## src/rtl/rom_fetch_arbiter.sv

```systemverilog
// Two-master round-robin arbiter in front of the shared instruction ROM.
// One outstanding ROM transaction at a time; a transaction with no response is aborted with an error pulse.
module rom_fetch_arbiter #(
    parameter int ADDR_W  = 16,
    parameter int DATA_W  = 16,
    parameter int TIMEOUT = 255
) (
    input  logic              clk,
    input  logic              rst,

    input  logic              m0_req,
    input  logic [ADDR_W-1:0] m0_addr,
    output logic              m0_gnt,
    output logic [DATA_W-1:0] m0_rdata,
    output logic              m0_rvalid,
    output logic              m0_err,

    input  logic              m1_req,
    input  logic [ADDR_W-1:0] m1_addr,
    output logic              m1_gnt,
    output logic [DATA_W-1:0] m1_rdata,
    output logic              m1_rvalid,
    output logic              m1_err,

    output logic              rom_ready,
    output logic [ADDR_W-1:0] rom_addr,
    input  logic [DATA_W-1:0] rom_dout,
    input  logic              rom_en_out
);

    localparam int CNT_W = $clog2(TIMEOUT + 1);
    localparam logic [CNT_W-1:0] CNT_LAST = CNT_W'(TIMEOUT - 1);

    typedef enum logic [1:0] {
        IDLE  = 2'd0,
        ISSUE = 2'd1,
        WAIT  = 2'd2
    } state_t;

    state_t            state_q;
    state_t            state_d;

    logic              owner_q;
    logic              last_grant_q;
    logic [ADDR_W-1:0] rom_addr_q;
    logic [CNT_W-1:0]  cnt_q;
    logic [DATA_W-1:0] rdata0_q;
    logic [DATA_W-1:0] rdata1_q;
    logic              rvalid0_q;
    logic              rvalid1_q;
    logic              err0_q;
    logic              err1_q;

    logic              sel_valid;
    logic              sel_owner;
    logic              data_done;
    logic              timed_out;

    // Arbitration and next-state decode
    always_comb begin
        sel_valid = 1'b0;
        sel_owner = 1'b0;
        data_done = 1'b0;
        timed_out = 1'b0;
        state_d   = state_q;

        unique case (state_q)
            IDLE: begin
                if (m0_req && m1_req) begin
                    sel_valid = 1'b1;
                    sel_owner = ~last_grant_q;
                end else if (m0_req) begin
                    sel_valid = 1'b1;
                    sel_owner = 1'b0;
                end else if (m1_req) begin
                    sel_valid = 1'b1;
                    sel_owner = 1'b1;
                end
                if (sel_valid) begin
                    state_d = ISSUE;
                end
            end
            ISSUE: begin
                state_d = WAIT;
            end
            WAIT: begin
                // A response on the last permitted cycle takes priority over the abort.
                data_done = rom_en_out;
                timed_out = !rom_en_out && (cnt_q == CNT_LAST);
                if (data_done || timed_out) begin
                    state_d = IDLE;
                end
            end
            default: begin
                state_d = IDLE;
            end
        endcase
    end

    always_ff @(posedge clk) begin
        if (rst) begin
            state_q <= IDLE;
        end else begin
            state_q <= state_d;
        end
    end

    always_ff @(posedge clk) begin
        if (rst) begin
            owner_q      <= 1'b0;
            last_grant_q <= 1'b1;
            rom_addr_q   <= '0;
            cnt_q        <= '0;
            rdata0_q     <= '0;
            rdata1_q     <= '0;
            rvalid0_q    <= 1'b0;
            rvalid1_q    <= 1'b0;
            err0_q       <= 1'b0;
            err1_q       <= 1'b0;
        end else begin
            rvalid0_q <= 1'b0;
            rvalid1_q <= 1'b0;
            err0_q    <= 1'b0;
            err1_q    <= 1'b0;

            if (sel_valid) begin
                owner_q    <= sel_owner;
                rom_addr_q <= sel_owner ? m1_addr : m0_addr;
            end

            if (state_q == ISSUE) begin
                last_grant_q <= owner_q;
                cnt_q        <= '0;
            end

            if (data_done) begin
                if (owner_q) begin
                    rdata1_q  <= rom_dout;
                    rvalid1_q <= 1'b1;
                end else begin
                    rdata0_q  <= rom_dout;
                    rvalid0_q <= 1'b1;
                end
            end else if (timed_out) begin
                err0_q <= ~owner_q;
                err1_q <= owner_q;
            end else if (state_q == WAIT) begin
                cnt_q <= cnt_q + 1'b1;
            end
        end
    end

    assign rom_ready = (state_q == ISSUE);
    assign rom_addr  = rom_addr_q;
    assign m0_gnt    = (state_q == ISSUE) && !owner_q;
    assign m1_gnt    = (state_q == ISSUE) && owner_q;
    assign m0_rdata  = rdata0_q;
    assign m1_rdata  = rdata1_q;
    assign m0_rvalid = rvalid0_q;
    assign m1_rvalid = rvalid1_q;
    assign m0_err    = err0_q;
    assign m1_err    = err1_q;

endmodule

```

## config.mk

```make
export PLATFORM = sky130hd
export DESIGN_NAME = rom_fetch_arbiter
export DESIGN_NICKNAME = d
export VERILOG_FILES = /design/src/rtl/rom_fetch_arbiter.sv
export SDC_FILE = /design/constraint.sdc
export NUM_CORES = 1
export LEC_CHECK = 0
export ABC_AREA = 1
export CORE_ASPECT_RATIO = 0.75
export CORE_MARGIN = 3
export CORE_UTILIZATION = 40
export CTS_BUF_LIST = sky130_fd_sc_hd__clkbuf_8
export CTS_CLUSTER_DIAMETER = 80
export DETAILED_ROUTE_END_ITERATION = 16
export PLACE_DENSITY = 0.9
export SYNTH_ARGS = -nofsm -noshare
export SYNTH_HDL_FRONTEND = slang
export SYNTH_SLANG_ARGS = --single-unit
```

## constraint.sdc

```tcl
create_clock -name clk -period 1.4 [get_ports clk]
set_clock_uncertainty 0.05 [all_clocks]
set_input_delay 0.28 -clock clk [delete_from_list [all_inputs] [get_ports clk]]
set_output_delay 0.28 -clock clk [all_outputs]
set_load 0.1 [all_outputs]
```

# After elaboration in Yosys (flattened, before gate mapping)
# Cells that the tools add are included.
# classes
eq_ne	5
addsub	1
n_bitwise	4
n_reduce_logical	13
mux	20
# op_table
operator	n
$mux W8	4
$mux W16	1
$mux W1	12
$add A8 B1 Y8 const B	1
$eq A8 B8 Y1 const B	1
$pmux W2 S3	1
$reduce_and A2 Y1	3
$logic_and A1 B1 Y1	4
$mux W2	2
$not A1 Y1	4
$reduce_or A3 Y1	1
$eq A2 B1 Y1 const B	1
$eq A2 B2 Y1 const B	1
$logic_not A1 Y1	2
$logic_not A2 Y1	1
$ne A2 B1 Y1 const B	1
$ne A2 B2 Y1 const B	1
$reduce_or A2 Y1	1
$logic_or A1 B1 Y1	1
# totals
output_inout_bits	55
input_bits	53
reg_bits	64
elab_cells	54

# Depth between registers and ports, before layout
# depth
depth_word	6
ltp_mapped	9
depth_no_buf	9

# Worst setup path before layout
# No wires, ideal clock.
# synth_path
kind	register to output
start	register state_q[0]
end	output port m0_gnt
arrival_ns	3.375
t_required_ns	1.070
stages_incl_launch_ff	6
path_slack_ns	-2.305
path_buffers	1
path_cell_list	dfxtp_1 -> inv_1 -> nor2_1 -> inv_1 -> clkbuf_1 -> nor2_1
# synth_between
elab_chain_cells	2
# synth_rtl
item	line	text
start: declaration	40	state_t state_q;
start signal: assignment	104	state_q <= state_d;
$eq A2 B1 Y1	--	
via rom_ready	25	output logic rom_ready,
$logic_and A1 B1 Y1	155	assign m0_gnt = (state_q == ISSUE) && !owner_q;
end: declaration	13	output logic m0_gnt,
# The timed path passes the listed nets, and every way through them passes these cells.

# Worst setup path after layout
# layout_path
start	register state_q[0]
end	output port m0_gnt
# layout_between
elab_chain_cells	2
# layout_rtl
item	line
$eq A2 B1 Y1	155
$logic_and A1 B1 Y1	155
# Every way passes these cells.

==> reports/qor.csv <==
stage,metric,value,unit
clocking,Num CTS Buffers,9,
synthesis,Synthesized Nets,438,
layout,layout cells sized above 1,0.237,
synthesis,Mapped Area,2660,um^2
timing,Final period util,1.07,
layout,"most common cell after layout, fill and taps aside",nand2_1,
timing,final setup margin,-0.101,ns
clocking,"Clk Latency, worst-skew pair",0.33,ns
critical_path,crit-path cells,inv_2 -> nor2_4 -> inv_4 -> nor2_4 -> buf_12,
layout,Antenna diodes,0,
layout,Layout area overhead,80.8,%
layout,Nets,560,
pwr,pwr dens,1100,nW/um^2
clocking,clk sinks,64,
clocking,Root Buffer,clkbuf_8,
critical_path,Critical Path RT,1.07,ns
flow_run,Max-Cap Viols,0,
layout,multi-input gate area in the final layout,1270,um^2
global_route,vias in the first global route,2861,
detailed_routing,detailed-route via count,2931,
layout,most frequent cells in the layout,"nand2_1, nor2_1, dfxtp_1",
detailed_routing,Met2 Wirelength,4320,um
critical_path,Crit. End Element,output port,
timing,max frequency,666,MHz
detailed_routing,DR WL met3,638,um
global_route,Total Routing Usage GR,0.212,
layout,Register Area,1280,um^2
timing,max-slew violation count,0,
detailed_routing,M1 wire length,3220,um
pwr,Tot Pwr,5.29,mW
layout,Fill cells,461,
die,row count,25,
placed_design,Routability Congestion,0.897,
timing,Tmin final,1.50,ns
min_path,HP Class,reg2reg,
timing,Rel. slew slack,0.785,
synthesis,Mapped Cells,383,
critical_path,"Slowest-stage cell, CP",dfxtp_2,
die,Initial Util,0.417,
critical_path,Worst path most repeated cell,nor2_4,
synthesis,#FFs+latches synth,64,
timing,RSZ-0062 raised after global routing,true,
placed_design,dpl cells,574,
detailed_routing,DRC Markers,0,
global_route,first-pass GRT wire length,13200,um
detailed_routing,remaining antenna violation count,0,
die,Die Wd,100,um
global_route,grt ovf,0,
clocking,CTS tree,done,
detailed_routing,Iter 0 DRT Violations,129,
timing,Slew @ Worst Pin,0.321,ns
synthesis,Synth warnings,0,
critical_path,"Max FO, Critical Path",4,
detailed_routing,Via density,4.96,
clocking,"Clk pin slew, worst setup/hold paths",0.07,ns
die,IO Pins,108,
critical_path,CP Class,reg2out,
detailed_routing,drt pass-1 iters,4,
placed_design,Final HPWL DP,6310,um
synthesis,Syn Area/Cell,6.96,um^2
synthesis,sequential area share after synthesis,0.481,
timing,final hold vios,0,
detailed_routing,total wire length,8230,um
clocking,H-tree Lvls,3,
critical_path,element type at the critical path start,flop,
die,core region area,6380,um^2
placed_design,Post-Place Cell Area,4530,um^2
detailed_routing,highest routed layer,met4,
placed_design,Port Buf Inserts,107,
layout,final non-filler cell area,4820,um^2
pwr,peak supply drop,894,uV
placed_design,"worst slack, placed",-0.302,ns
timing,# setup viols final,3,
clocking,Max Buffers Root-to-Sink,2,
pwr,Leak,2.04,nW
global_route,initial antenna violation count,0,
critical_path,Crit path arrival time,1.17,ns
run_status,outcome,finished with violations,
synthesis,Netlist cell types,21,
die,Die H,76.7,um
detailed_routing,drt wl/cell,13.9,um
run_status,failing checks,negative setup slack,
layout,Non-Filler Instances,591,
die,Die ar.,7690,um^2
critical_path,crit-path max cell delay,0.34,ns
global_route,largest net degree at the start of global routing,25,
[layout make-up]
class	instances	area share
repair buffers	129	0.381
flip-flops and latches	64	0.267
multi-input cells	271	0.264
clock buffers	10	0.0286
inverters	30	0.0244
well taps	81	0.0210
clock inverters	6	0.0138
[stage by stage]
stage | hold WS, ns | util | TNS, ns
after floorplan | 0.392 | - | -1.48
after global placement | 0.426 | 0.709 | -9.84
after detailed placement | 0.435 | 0.709 | -12.30
after CTS | 0.456 | 0.744 | -0.344
after global routing | 0.475 | 0.755 | -1.32
final | 0.450 | 0.755 | -0.247
[power by group]
part           internal [mW]  leakage (nW)  switching [mW]  total [mW]
sequential              1.92         0.522          0.0985        2.02
combinational          0.651          1.42            1.03        1.68
clock                  0.873        0.0949           0.727        1.60
[worst paths after layout]
kind	startpoint	endpoint	slack [ns]	depth (start not counted)
hold / removal	owner_q	owner_q	0.45	2
setup / recovery	state_q[0]	m0_gnt	-0.10	5
hold reg to reg	owner_q	owner_q	0.45	2
setup reg to reg	state_q[1]	rom_addr[1]	0	8
[state kept, by name (all words and copies together) (netlist names)]
signal        flops
m0_err            1
owner_q           1
m1_rdata         16
rom_addr         16
cnt_q             8
state_q           2
m1_err            1
last_grant_q      1
m1_rvalid         1
m0_rvalid         1
m0_rdata         16
[metal layers]
| metal | vias up | global-route usage |
|---|---|---|
| met5 | - | 0 |
| met2 | 99 | 0.390 |
| met3 | 6 | 0.0809 |
| li1 | 1449 | - |
| met4 | 0 | 0.0444 |
| met1 | 1377 | 0.230 |
[cells in the mapped netlist, drive strengths merged]
library cell,n,area (um^2)
a21oi,22,110
buf,9,57.6
clkbuf,9,33.8
dfxtp,64,1280
ha,2,25.0
inv,30,113
nand2,91,354
nand3,38,195
nand3b,1,7.51
nand4,5,31.3
nor2,92,355
o21ai,20,100
[kinds of logic (layout without fill, tap and decap cells)]
kind of cell | after synthesis | count (layout) | share of synthesized area
AND/OR/NAND/NOR | 227 | 227 | 0.354
adder cells (fa/ha/maj) | 2 | 2 | 0.00939
flip-flops | 64 | 64 | 0.481
buffers and inverters | 48 | 175 | 0.0766
AO/OA/AOI/OAI | 42 | 42 | 0.0789
[repair_timing]
action / in CTS / in global routing
hold buffers: 0 / 0
resized for setup: 6 / 20
pin swaps: 2 / 4
buffers inserted: 1 / 0
endpoints found under the setup margin: 12 / 29
endpoints found under the hold margin: 0 / 0
[critical path: cells and delay by family, from the launching register on]
kind | cells | cell delay (ns)
buf+inv | 3 | 0.29
simple gates | 2 | 0.21
flops | 1 | 0.34
(Power assumes the default switching activity.)
